===== src/rtl/imem_loader_pkg.sv =====
// rtl/imem_loader_pkg.sv - shared types and constants for the boot-time instruction loader
// Purpose : loader FSM state encoding, byte/word/length widths and a small state helper.
// Ports   : none (package loader_pkg).
package loader_pkg;

   typedef enum logic [2:0] {
      IDLE,
      LEN_LO,
      LEN_HI,
      DATA,
      CSUM,
      DONE,
      ERROR
   } loader_state_t;

   localparam int BYTE_W         = 8;
   localparam int BYTES_PER_WORD = 4;
   localparam int LEN_W          = 16;

   // States in which the loader is inside a frame and takes stream bytes.
   function automatic logic is_frame_state(input loader_state_t s);
      return (s == LEN_LO) || (s == LEN_HI) || (s == DATA) || (s == CSUM);
   endfunction

endpackage


===== src/rtl/imem_loader_if.sv =====
// rtl/imem_loader_if.sv - byte stream and inst_memory write port bundle for the loader
// Purpose : groups the host byte stream (valid/ready) and the inst_memory write port.
// Ports   : byte_i, byte_valid_i, byte_ready_o    host byte stream
//           imem_we_o, imem_addr_o, imem_wdata_o  inst_memory write port
//           modport slave  : loader side
//           modport master : host / memory side
interface imem_loader_if #(
   parameter int DATA_WIDTH    = 32,
   parameter int ADDRESS_WIDTH = 32
);
   import loader_pkg::*;

   logic [BYTE_W-1:0]        byte_i;
   logic                     byte_valid_i;
   logic                     byte_ready_o;
   logic                     imem_we_o;
   logic [ADDRESS_WIDTH-1:0] imem_addr_o;
   logic [DATA_WIDTH-1:0]    imem_wdata_o;

   modport slave (
      input  byte_i,
      input  byte_valid_i,
      output byte_ready_o,
      output imem_we_o,
      output imem_addr_o,
      output imem_wdata_o
   );

   modport master (
      output byte_i,
      output byte_valid_i,
      input  byte_ready_o,
      input  imem_we_o,
      input  imem_addr_o,
      input  imem_wdata_o
   );

endinterface


===== src/rtl/imem_loader_word_packer.sv =====
// rtl/imem_loader_word_packer.sv - packs accepted stream bytes into little-endian words
// Purpose : 2-bit byte counter plus byte-insert register; flags the byte that completes a word.
// Ports   : clk, rst       clock, synchronous active-high reset
//           clear_i        restart packing (honoured start of a new frame)
//           byte_en_i      a data byte is accepted this cycle
//           byte_i         the data byte
//           word_o         assembled word including the current byte in the top lane
//           word_valid_o   combinational: this accepted byte completes word_o
module word_packer
   import loader_pkg::*;
#(
   parameter int DATA_WIDTH = 32
) (
   input  logic                  clk,
   input  logic                  rst,
   input  logic                  clear_i,
   input  logic                  byte_en_i,
   input  logic [BYTE_W-1:0]     byte_i,
   output logic [DATA_WIDTH-1:0] word_o,
   output logic                  word_valid_o
);

   logic [1:0]            cnt_q;
   logic [DATA_WIDTH-1:0] data_q;

   // The completing byte is merged combinationally so the top can register
   // the finished word on the same edge that accepts byte 3.
   always_comb begin
      word_o = data_q;
      word_o[DATA_WIDTH-1 -: BYTE_W] = byte_i;
   end

   assign word_valid_o = byte_en_i && (cnt_q == 2'd3);

   always_ff @(posedge clk) begin
      if (rst || clear_i) begin
         cnt_q  <= 2'd0;
         data_q <= '0;
      end else if (byte_en_i) begin
         data_q[{cnt_q, 3'b000} +: BYTE_W] <= byte_i;
         cnt_q <= cnt_q + 2'd1;
      end
   end

endmodule


===== src/rtl/imem_loader.sv =====
// rtl/imem_loader.sv - boot-time program loader writing a checksummed image into inst_memory
// Purpose : parses LEN_LO, LEN_HI, 4*N data bytes, XOR checksum; writes words; holds core in reset.
// Ports   : clk, rst         clock, synchronous active-high reset
//           start_i          begin (re)load; honoured in IDLE, DONE, ERROR
//           bus              byte stream in, inst_memory write port out (slave modport)
//           core_rst_o       core reset, low only in DONE
//           done_o, error_o  image loaded OK / length or checksum error
//           words_loaded_o   words written in the current frame
module imem_loader
   import loader_pkg::*;
#(
   parameter int DATA_WIDTH    = 32,
   parameter int ADDRESS_WIDTH = 32,
   parameter int MEM_SIZE      = 256
) (
   input  logic                     clk,
   input  logic                     rst,
   input  logic                     start_i,
   imem_loader_if.slave             bus,
   output logic                     core_rst_o,
   output logic                     done_o,
   output logic                     error_o,
   output logic [ADDRESS_WIDTH-1:0] words_loaded_o
);

   loader_state_t         state_q, state_d;
   logic [LEN_W-1:0]      len_q;
   logic [LEN_W-1:0]      len_full;
   logic [BYTE_W-1:0]     csum_q;
   logic                  accept;
   logic                  start_ok;
   logic                  data_en;
   logic                  word_valid;
   logic                  last_word;
   logic [DATA_WIDTH-1:0] word;

   assign accept   = bus.byte_valid_i && bus.byte_ready_o;
   assign start_ok = start_i && !is_frame_state(state_q);
   assign data_en  = accept && (state_q == DATA);
   // Full length as seen while the LEN_HI byte is on the bus.
   assign len_full = {bus.byte_i, len_q[BYTE_W-1:0]};
   // words_loaded_o still holds the index of the word being completed.
   assign last_word = (words_loaded_o + ADDRESS_WIDTH'(1)) == ADDRESS_WIDTH'(len_q);

   word_packer #(
      .DATA_WIDTH (DATA_WIDTH)
   ) u_packer (
      .clk          (clk),
      .rst          (rst),
      .clear_i      (start_ok),
      .byte_en_i    (data_en),
      .byte_i       (bus.byte_i),
      .word_o       (word),
      .word_valid_o (word_valid)
   );

   always_comb begin
      state_d = state_q;
      unique case (state_q)
         IDLE, DONE, ERROR: begin
            if (start_i) state_d = LEN_LO;
         end
         LEN_LO: begin
            if (accept) state_d = LEN_HI;
         end
         LEN_HI: begin
            if (accept) begin
               if (int'(len_full) > MEM_SIZE) state_d = ERROR;
               else if (len_full == '0)       state_d = CSUM;
               else                           state_d = DATA;
            end
         end
         DATA: begin
            if (word_valid && last_word) state_d = CSUM;
         end
         CSUM: begin
            if (accept) state_d = (bus.byte_i == csum_q) ? DONE : ERROR;
         end
         default: state_d = IDLE;
      endcase
   end

   always_ff @(posedge clk) begin
      if (rst) begin
         state_q          <= IDLE;
         len_q            <= '0;
         csum_q           <= '0;
         words_loaded_o   <= '0;
         bus.byte_ready_o <= 1'b0;
         bus.imem_we_o    <= 1'b0;
         bus.imem_addr_o  <= '0;
         bus.imem_wdata_o <= '0;
         core_rst_o       <= 1'b1;
         done_o           <= 1'b0;
         error_o          <= 1'b0;
      end else begin
         state_q <= state_d;
         // Outputs are registered from the next state so they line up with state_q.
         bus.byte_ready_o <= is_frame_state(state_d);
         core_rst_o       <= (state_d != DONE);
         done_o           <= (state_d == DONE);
         error_o          <= (state_d == ERROR);
         bus.imem_we_o    <= 1'b0;

         if (start_ok) begin
            len_q          <= '0;
            csum_q         <= '0;
            words_loaded_o <= '0;
         end else if (accept) begin
            if (state_q != CSUM)   csum_q <= csum_q ^ bus.byte_i;
            if (state_q == LEN_LO) len_q[BYTE_W-1:0] <= bus.byte_i;
            if (state_q == LEN_HI) len_q <= len_full;
         end

         if (word_valid) begin
            bus.imem_we_o    <= 1'b1;
            bus.imem_addr_o  <= words_loaded_o << 2;
            bus.imem_wdata_o <= word;
            words_loaded_o   <= words_loaded_o + ADDRESS_WIDTH'(1);
         end
      end
   end

endmodule


===== src/flat_wrapper.sv =====
// flat-port wrapper written by rule: the top's interface ports become plain ports
module imem_loader_flat import loader_pkg::*;
#(
   parameter int DATA_WIDTH    = 32,
   parameter int ADDRESS_WIDTH = 32,
   parameter int MEM_SIZE      = 256
)
  (clk, rst, start_i, core_rst_o, done_o, error_o, words_loaded_o, bus_byte_i, bus_byte_valid_i, bus_byte_ready_o, bus_imem_we_o, bus_imem_addr_o, bus_imem_wdata_o);
  imem_loader_if #(.DATA_WIDTH(DATA_WIDTH), .ADDRESS_WIDTH(ADDRESS_WIDTH)) bus_i ();
  input  logic clk;
  input  logic rst;
  input  logic start_i;
  output logic core_rst_o;
  output logic done_o;
  output logic error_o;
  output logic [ADDRESS_WIDTH-1:0] words_loaded_o;
  input wire logic [$bits(bus_i.byte_i)-1:0] bus_byte_i;
  input wire logic [$bits(bus_i.byte_valid_i)-1:0] bus_byte_valid_i;
  output wire logic [$bits(bus_i.byte_ready_o)-1:0] bus_byte_ready_o;
  output wire logic [$bits(bus_i.imem_we_o)-1:0] bus_imem_we_o;
  output wire logic [$bits(bus_i.imem_addr_o)-1:0] bus_imem_addr_o;
  output wire logic [$bits(bus_i.imem_wdata_o)-1:0] bus_imem_wdata_o;
  assign bus_i.byte_i = bus_byte_i;
  assign bus_i.byte_valid_i = bus_byte_valid_i;
  assign bus_byte_ready_o = bus_i.byte_ready_o;
  assign bus_imem_we_o = bus_i.imem_we_o;
  assign bus_imem_addr_o = bus_i.imem_addr_o;
  assign bus_imem_wdata_o = bus_i.imem_wdata_o;
  imem_loader #(.DATA_WIDTH(DATA_WIDTH), .ADDRESS_WIDTH(ADDRESS_WIDTH), .MEM_SIZE(MEM_SIZE)) u_core (.clk(clk), .rst(rst), .start_i(start_i), .bus(bus_i), .core_rst_o(core_rst_o), .done_o(done_o), .error_o(error_o), .words_loaded_o(words_loaded_o));
endmodule

===== config.mk =====
export PLATFORM = sky130hd
export DESIGN_NAME = imem_loader_flat
export DESIGN_NICKNAME = d
export VERILOG_FILES = /design/src/rtl/imem_loader_pkg.sv /design/src/rtl/imem_loader_if.sv /design/src/rtl/imem_loader_word_packer.sv /design/src/rtl/imem_loader.sv /design/src/flat_wrapper.sv
export SDC_FILE = /design/constraint.sdc
export NUM_CORES = 1
export LEC_CHECK = 0
export CAP_MARGIN = 20
export CORE_UTILIZATION = 40
export CTS_BUF_LIST = sky130_fd_sc_hd__clkbuf_8
export CTS_CLUSTER_SIZE = 12
export DETAILED_ROUTE_END_ITERATION = 16
export GPL_ROUTABILITY_DRIVEN = 0
export HOLD_SLACK_MARGIN = 0.05
export PLACE_DENSITY_LB_ADDON = 0.3
export SETUP_SLACK_MARGIN = 0.15
export SLEW_MARGIN = 5
export SYNTH_ARGS = -nofsm -noshare
export SYNTH_HDL_FRONTEND = slang
export SYNTH_SLANG_ARGS = --single-unit

===== constraint.sdc =====
create_clock -name clk -period 6.1 [get_ports clk]
set_input_delay 1.83 -clock clk [delete_from_list [all_inputs] [get_ports clk]]
set_output_delay 1.83 -clock clk [all_outputs]
set_load 0.05 [all_outputs]

==> results of run 1 <==
## cell usage after synthesis, types with 5 or more instances
cell type and count:
mux2i_1 11, buf_6 7, inv_1 9, nand2_1 209
nand3b_1 5, ha_1 6, xnor2_1 19, or3_1 8
o21ai_0 24, clkbuf_1 58, dfxtp_1 152, nor3_1 12
a21oi_1 132, nor4_1 20, nand4_1 14, a31oi_1 7
a311oi_1 7, nor3b_1 6, and2_1 7, and3_1 8
nor2_1 63, nand3_1 43, xor2_1 30
## cell families (layout without fill, tap and decap cells)
logic type,count (synthesis),after routing
simple gates,421,421
compound gates,190,190
flops,152,152
buf+inv,87,158
xor+xnor,49,49
mux,11,11
fa+ha+maj,6,6
other cells,1,2
## layout make-up
class	count	area share
multi-input cells	679	0.431
flip-flops and latches	152	0.355
repair buffers	116	0.133
well taps	225	0.0328
clock buffers	18	0.0289
clock inverters	14	0.0147
inverters	10	0.00438
## worst max-delay path, cell delays in order
cell and delay, ps:
clkdlybuf4s50_1 410, and2_1 220, nand3_4 100, buf_4 760, nand2_1 670, a311oi_1 440
## layer usage
layer	share of wire	wire length [um]	global-route usage
met1	0.47	8830	0.274
met2	0.46	8510	0.328
met3	0.054	1000	0.0370
met4	0.016	306	0.0718
met5	0	0	0
## state kept, by name, indices dropped and copies added, names as in the netlist
register and count:
u_core.csum_q 8, u_core.u_packer.cnt_q 2, u_core.words_loaded_o 32, u_core.error_o 1, u_core.len_q 16, u_core.state_q 3, u_core.bus.imem_wdata_o 32, u_core.bus.imem_we_o 1
u_core.bus.byte_ready_o 1, u_core.core_rst_o 1, u_core.done_o 1, u_core.bus.imem_addr_o 30, u_core.u_packer.data_q 24
## layout by cell type (no fill, tap or decap), types with 5 or more instances in the layout
| cell | count |
|---|---|
| dfxtp_1 | 152 |
| a21oi_1 | 131 |
| nor4_1 | 20 |
| xor2_1 | 30 |
| inv_1 | 10 |
| clkdlybuf4s50_1 | 109 |
| mux2i_1 | 11 |
| clkinv_4 | 6 |
| ha_1 | 6 |
| buf_4 | 7 |
| nand3_1 | 42 |
| a31oi_1 | 7 |
| and2_1 | 7 |
| nand2_1 | 209 |
| nand3b_1 | 5 |
| xnor2_1 | 19 |
| nor2_1 | 63 |
| o21ai_0 | 24 |
| or3_1 | 8 |
| nor3_1 | 12 |
| nor3b_1 | 6 |
| a311oi_1 | 7 |
| clkbuf_8 | 18 |
| nand4_1 | 14 |
| and3_1 | 7 |
## metrics by stage
stage          power [W]  cell area [um^2]  std cells  hold WS (ps)
6_report         0.00183              8580       1214           455
5_1_grt          0.00190              8580       1214           474
4_1_cts          0.00185              8580       1214           457
3_5_place_dp     0.00113              8200       1182           445
3_3_place_gp     0.00113              8200       1182           441
2_1_floorplan    0.00110              7160        918           432
## path summary, 6_finish.rpt
path	start	endpoint	slack, ps	depth (start not counted)
setup / recovery	bus_byte_valid_i	u_core.words_loaded_o[7]	2000	6
setup reg to reg	u_core.words_loaded_o[0]	u_core.state_q[1]	2680	8
hold reg to reg	u_core.bus.imem_addr_o[21]	u_core.bus.imem_addr_o[21]	450	2
hold / removal	u_core.bus.imem_addr_o[21]	u_core.bus.imem_addr_o[21]	450	2
## power by group
group	total [W]	switching, W	internal (W)
Clock	0.000729	0.000394	0.000335
Combinational	0.000100	0.0000706	0.0000295
Sequential	0.00100	0.00000733	0.000997
==> results.yml, run 1 <==
run_status:
  status: "completed"
synth:
  ys_seq_area_frac: 0.425
  syn_inst: 917
  synth_xor_area_frac: 0.0600
  synth_top_family_by_area: "simple AND/OR/NAND/NOR gates"
  synth-edff-count: 0
  synth_fa_ha_area_frac: 0.0105
  yosys-mux-area-fraction: 0.0154
  syn-cell-area_um2: 7150
  synth_seq_cells: 152
  yosysTopAreaCell: "dfxtp_1"
  synth_compound_area_frac: 0.146
  synth_top_area_frac: 0.425
  yosysWarningCount: 0
  synth-simple-area-share: 0.281
  avgSynthCellArea_um2: 7.80
  synth_ff_type: "dfxtp_1"
  synthDistinctLibCells: 59
  synthArstFlopShare: 0
  synth_area_leaders: "dfxtp_1 (43%), nand2_1 (11%), a21oi_1 (9.2%)"
finish:
  fin_nets: 994
  seqCellArea_um2: 3040
  multiInputGateArea_um2: 3700
  fillCellCount: 1682
  area_growth_pct: 19.9
  postLayoutCoreUtil: 0.494
  drive_above_1_share: 0.0556
  antenna_cells: 0
global_route:
  overflow: 0
  grt.total_usage: 0.204
  grt_start_max_net_pins: 100
  grt_pass1_vias: 5794
  grt_pass1_wl_mm: 29.9
  antenna_found_initial: 0
sta:
  slew_viol_final: 0
  finalWorstSetupSlack_ps: 2000
  setup_viol: 0
  tightest_slew_ps: 1040
  fmax_mhz: 244
  fin_crit_sh: 0.673
  grt_setup_unrepaired: "no"
  finalClockSkew_ps: 9.68
  final_hold_viol_count: 0
  fin_setup_tns_ps: 0
  period_minus_slack_ps: 4100
  max-slew-margin-rel: 0.303
cts:
  insertion_delay_ps: 450
  root_buffer: "clkbuf_8"
  postCtsSetupRepairBufs: 0
  cts.path.max_buffers: 2
  cts_tree: "yes"
  path_clk_slew_ps: 80
  cts_resized: 0
  postCtsHoldBufs: 0
  htreeDepth: 4
  numCtsBuffers: 17
  clkSinkCount: 152
drt:
  initialDrtViolationCount: 560
  antenna_left: 0
  first_pass_iters: 5
  drt-total-wl_mm: 18.7
  wl_per_cell_um: 15.4
  vias_per_cell: 5.38
  num_vias: 6536
  drc_errors: 0
setup_path:
  crit_path_end_kind: "register"
  cp_max_fo: 99
  start_kind: "primary input"
  crit_type: "in2reg"
  crit_arrival_ps: 4460
  critPathRequiredTime_ps: 6450
floorplan:
  start_util: 0.412
  io_pins: 113
  die_y_um: 136
  core_area_um2: 17400
  row_count: 48
  fp.dieW_um: 136
  design.die.area_um2: 18400
placement:
  io_buffers: 110
  hpwl_mm: 12.1
  place_ws_ps: 1460
flow_run:
  max-cap-violations: 0
pwr:
  p_leak_nw: 2.77
  p_per_area_nw_per_um2: 214
  ir_worst_vdd_mv: 0.139
min_path:
  hp-class: "reg2reg"
(Power assumes the default switching activity.)
==> run 2: changes to the inputs <==
==> constraint.sdc (replaced) <==
create_clock -name clk -period 3.8 [get_ports clk]
set_input_delay 1.14 -clock clk [delete_from_list [all_inputs] [get_ports clk]]
set_output_delay 1.14 -clock clk [all_outputs]
set_load 0.05 [all_outputs]
==> run 2 against run 1 <==
  * Non-clock buffer count rose by 28
  * Power rose by 76%
  * Sequential power rose by 61%
  * Clock-buffer cell count fell by 1
  * Routed wire length rose by 3.0%
  * Sequential cell count did not move
  * First-iteration DRC count did not move
  * Global-route usage rose by 0.88 points
  * Combinational power rose by 73%
  * Via count rose by 1.8%
==> results.yml, run 2 (synthesized netlist as in run 1, its figures left out) <==
cts:
  postCtsSetupRepairBufs: 0
  cts.path.max_buffers: 2
  htreeDepth: 4
  postCtsHoldBufs: 0
  numCtsBuffers: 17
  root_buffer: "clkbuf_8"
  cts_tree: "yes"
  cts_resized: 0
  clkSinkCount: 152
  insertion_delay_ps: 460
  path_clk_slew_ps: 90
global_route:
  grt_pass1_vias: 5987
  grt.total_usage: 0.213
  grt_pass1_wl_mm: 30.9
  grt_start_max_net_pins: 76
  antenna_found_initial: 0
  overflow: 0
setup_path:
  crit_type: "reg2out"
  crit_arrival_ps: 2030
  worst_path_dominant_cell_family: "buffers and inverters"
  slowest_delay_ps: 910
  start_kind: "register"
  cp_cell_sequence: "clkdlybuf4s50_1"
  critPathRequiredTime_ps: 2660
  slowest_stage: "clkdlybuf4s50_1"
  cp_max_fo: 13
  crit_path_end_kind: "primary output"
  path_buf_inv: 1
drt:
  vias_per_cell: 5.36
  antenna_left: 0
  drt-total-wl_mm: 19.2
  wl_per_cell_um: 15.5
  initialDrtViolationCount: 560
  drc_errors: 0
  num_vias: 6652
  first_pass_iters: 5
sta:
  fmax_mhz: 316
  timing.hold.ws_ps: 454
  max-slew-margin-rel: 0.379
  grt_setup_unrepaired: "no"
  setup_viol: 0
  finalWorstSetupSlack_ps: 632
  slew_viol_final: 0
  final_hold_viol_count: 0
  fin_setup_tns_ps: 0
  period_minus_slack_ps: 3170
  finalClockSkew_ps: 8.86
  tightest_slew_ps: 930
  fin_crit_sh: 0.834
finish:
  area_growth_pct: 24.1
  final_cell_mix: "nand2_1 (209), dfxtp_1 (152), a21oi_1 (132)"
  fin_nets: 1022
  largestRegisters: "u_core.bus.imem_wdata_o x32, u_core.words_loaded_o x32, u_core.bus.imem_addr_o x30"
  finalNonFillerCells: 1241
  antenna_cells: 0
  drive_above_1_share: 0.0807
  postLayoutCoreUtil: 0.512
  final_common_cell: "nand2_1"
  fillCellCount: 1705
pwr:
  ir_worst_vdd_mv: 0.231
  p_clk_frac: 0.446
  p_int_w: 0.00244
  p_sw_frac: 0.242
  p_comb_frac: 0.054
  seqPwrFrac: 0.500
  netSwitchingPower_w: 0.000780
  p_per_area_nw_per_um2: 363
  p_leak_nw: 2.95
floorplan:
  io_pins: 113
  start_util: 0.412
  core_area_um2: 17400
  fp.dieW_um: 136
  design.die.area_um2: 18400
  die_y_um: 136
  row_count: 48
placement:
  place_ws_ps: 320
  dp.cells: 1210
  hpwl_mm: 12.8
  io_buffers: 110
min_path:
  hp-class: "reg2reg"
run_status:
  status: "completed"
flow_run:
  max-cap-violations: 0
run 2: cell count changes in the layout (fill, tap and decap cells not counted):
cell / delta
a21oi_1: +1
a21oi_2: -1
buf_12: +1
buf_4: +27
bufinv_16: +4
clkbuf_8: -1
clkinv_2: -1
clkinv_4: -3
clkinvlp_4: -1
inv_1: -1
inv_6: +2
run 2: per-layer routing:
metal / wire (um) / vias to the layer above / track usage
met5: 0 / - / 0
met4: 433 / 0 / 0.0743
met3: 954 / 34 / 0.0509
met2: 8700 / 187 / 0.335
met1: 9120 / 3116 / 0.283
li1: - / 3315 / -
run 2: power groups by stage:
| stage | sequential [W] | clock (W) | combinational (W) |
|---|---|---|---|
| after floorplan | 0.00165 | 0 | 0.000115 |
| after global routing | 0.00161 | 0.00153 | 0.000190 |
| after detailed placement | 0.00165 | 0 | 0.000173 |
| after global placement | 0.00165 | 0 | 0.000170 |
| final | 0.00161 | 0.00144 | 0.000173 |
| after CTS | 0.00161 | 0.00146 | 0.000174 |
run 2: path summary, 6_finish.rpt:
kind / from / to / slack [ps] / cells after the start
min reg2reg: u_core.u_packer.data_q[2] / u_core.u_packer.data_q[2] / 450 / 2
min: u_core.u_packer.data_q[2] / u_core.u_packer.data_q[2] / 450 / 2
max: u_core.words_loaded_o[13] / words_loaded_o[13] / 630 / 1
max reg2reg: u_core.words_loaded_o[18] / u_core.state_q[1] / 810 / 7
run 2: cell type report:
cell class	count	area, um^2	share of cell area
Inverter	10	37.5	0.00423
Tap cell	225	282	0.0317
Multi-Input combinational cell	679	3690	0.416
Clock buffer	17	234	0.0264
Clock inverter	14	221	0.0249
Sequential cell	152	3040	0.343
Timing Repair Buffer	144	1370	0.154
run 2: stage by stage:
| step | power [W] | area (um^2) |
|---|---|---|
| detailed placement | 0.00182 | 8420 |
| finish | 0.00322 | 8880 |
| global route | 0.00334 | 8880 |
| CTS | 0.00325 | 8880 |
| floorplan | 0.00176 | 7160 |
| global placement | 0.00182 | 8420 |
run 2: worst min-delay path: cells and delay by family, from the launching register on:
kind,cells,cell delay [ps]
and+or+nand+nor,1,50
AOI/OAI and AO/OA,1,50
DFF,1,320
==> run 3: changes to the inputs <==
==> constraint.sdc (replaced) <==
create_clock -name clk -period 3.07 [get_ports clk]
set_input_delay 0.921 -clock clk [delete_from_list [all_inputs] [get_ports clk]]
set_output_delay 0.921 -clock clk [all_outputs]
set_load 0.05 [all_outputs]
==> run 3 against run 2 <==
  * Power grew 18%
  * Routed wire length fell by 0.45%
  * Via count rose by 0.20%
  * Clock skew rose by 3.4 ps
  * Highest routed layer unchanged
  * Clock power grew 9%
  * Die area unchanged
  * Worst hold slack is essentially flat
  * Register-to-register slack got worse by 470 ps
  * Utilization rose by 1.1 points
==> results.yml, run 3 (synthesized netlist as in run 1, its figures left out) <==
cts:
  clkSinkCount: 152
  cts.path.max_buffers: 2
  postCtsSetupRepairBufs: 0
  cts_tree: "yes"
  postCtsHoldBufs: 0
  insertion_delay_ps: 450
  path_clk_slew_ps: 80
  numCtsBuffers: 17
  htreeDepth: 4
  root_buffer: "clkbuf_8"
  cts_resized: 0
sta:
  setup_viol: 0
  period_minus_slack_ps: 2870
  fin_crit_sh: 0.934
  fin_setup_tns_ps: 0
  finalClockSkew_ps: 12.2
  max-slew-margin-rel: 0.374
  grt_setup_unrepaired: "no"
  timing.hold.ws_ps: 453
  slew_viol_final: 0
  final_hold_viol_count: 0
  tightest_slew_ps: 938
  fmax_mhz: 349
pwr:
  ir_worst_vdd_mv: 0.381
  p_total_w: 0.00379
  p_per_area_nw_per_um2: 418
  p_leak_nw: 3.08
drt:
  wl_per_cell_um: 15.1
  num_vias: 6665
  drt-total-wl_mm: 19.1
  antenna_left: 0
  drc_errors: 0
  first_pass_iters: 5
  initialDrtViolationCount: 441
  vias_per_cell: 5.26
floorplan:
  fp.dieW_um: 136
  die_y_um: 136
  core_area_um2: 17400
  design.die.area_um2: 18400
  row_count: 48
  io_pins: 113
  start_util: 0.412
finish:
  antenna_cells: 0
  finalNonFillerCells: 1268
  final_cell_mix: "nand2_1 (209), dfxtp_1 (151), a21oi_1 (132)"
  area_growth_pct: 26.7
  drive_above_1_share: 0.103
  stdcell_area_um2: 9060
  largestRegisters: "u_core.bus.imem_wdata_o x32, u_core.words_loaded_o x32, u_core.bus.imem_addr_o x30"
  final_common_cell: "nand2_1"
  fin_nets: 1048
setup_path:
  crit_type: "reg2out"
  worst_path_dominant_cell_family: "buffers and inverters"
  slowest_stage: "clkdlybuf4s50_1"
  crit_arrival_ps: 1950
  cp_max_fo: 11
  path_buf_inv: 1
  crit_path_end_kind: "primary output"
  slowest_delay_ps: 890
  start_kind: "register"
  critPathRequiredTime_ps: 2150
  cp_cell_sequence: "clkdlybuf4s50_1"
placement:
  place_area_um2: 8660
  io_buffers: 110
  hpwl_mm: 12.4
  dp.cells: 1236
min_path:
  hp-class: "reg2reg"
global_route:
  overflow: 0
  grt.total_usage: 0.212
  grt_pass1_vias: 6042
  grt_pass1_wl_mm: 30.7
  grt_start_max_net_pins: 100
  antenna_found_initial: 0
run_status:
  status: "completed"
flow_run:
  max-cap-violations: 0
-- run 3: changes by cell type in the layout (fill, tap and decap cells not counted), sizes merged --
cell and change:
buf +26, bufinv -2, clkbuf +1, clkinvlp +3, inv -1
-- run 3: power by group --
part / leakage, nW / switching, W / internal [W]
combinational: 1.65 / 0.000150 / 0.0000836
clock: 0.208 / 0.000750 / 0.000816
sequential: 1.23 / 0.0000127 / 0.00198
-- run 3: worst paths after layout --
check / startpoint / end / slack, ps / cells after the start
setup / recovery: u_core.words_loaded_o[12] / words_loaded_o[12] / 200 / 1
hold / removal: u_core.u_packer.data_q[5] / u_core.bus.imem_wdata_o[5] / 450 / 2
setup reg to reg: u_core.words_loaded_o[0] / u_core.state_q[2] / 340 / 9
hold reg to reg: u_core.u_packer.data_q[5] / u_core.bus.imem_wdata_o[5] / 450 / 2
-- run 3: per-layer routing --
metal,track usage,up-vias,share of wire
met3,0.0438,14,0.045
met1,0.280,3126,0.48
met5,0,-,0
met4,0.0493,0,0.0086
li1,-,3361,-
met2,0.351,164,0.47
-- run 3: area by class of cell --
type                            instances  area [um^2]
Sequential cell                       152         3040
Timing Repair Buffer                  170         1600
Tap cell                              225          282
Clock buffer                           18          248
Multi-Input combinational cell        679         3690
Fill cell                            1676         8290
Inverter                               10         37.5
Clock inverter                         14          160
-- run 3: per-stage QoR --
step	worst slack, ps	utilization
2_1_floorplan	246	-
3_3_place_gp	-19.5	0.499
3_5_place_dp	-71.9	0.499
4_1_cts	204	0.522
5_1_grt	150	0.522
6_report	201	0.522
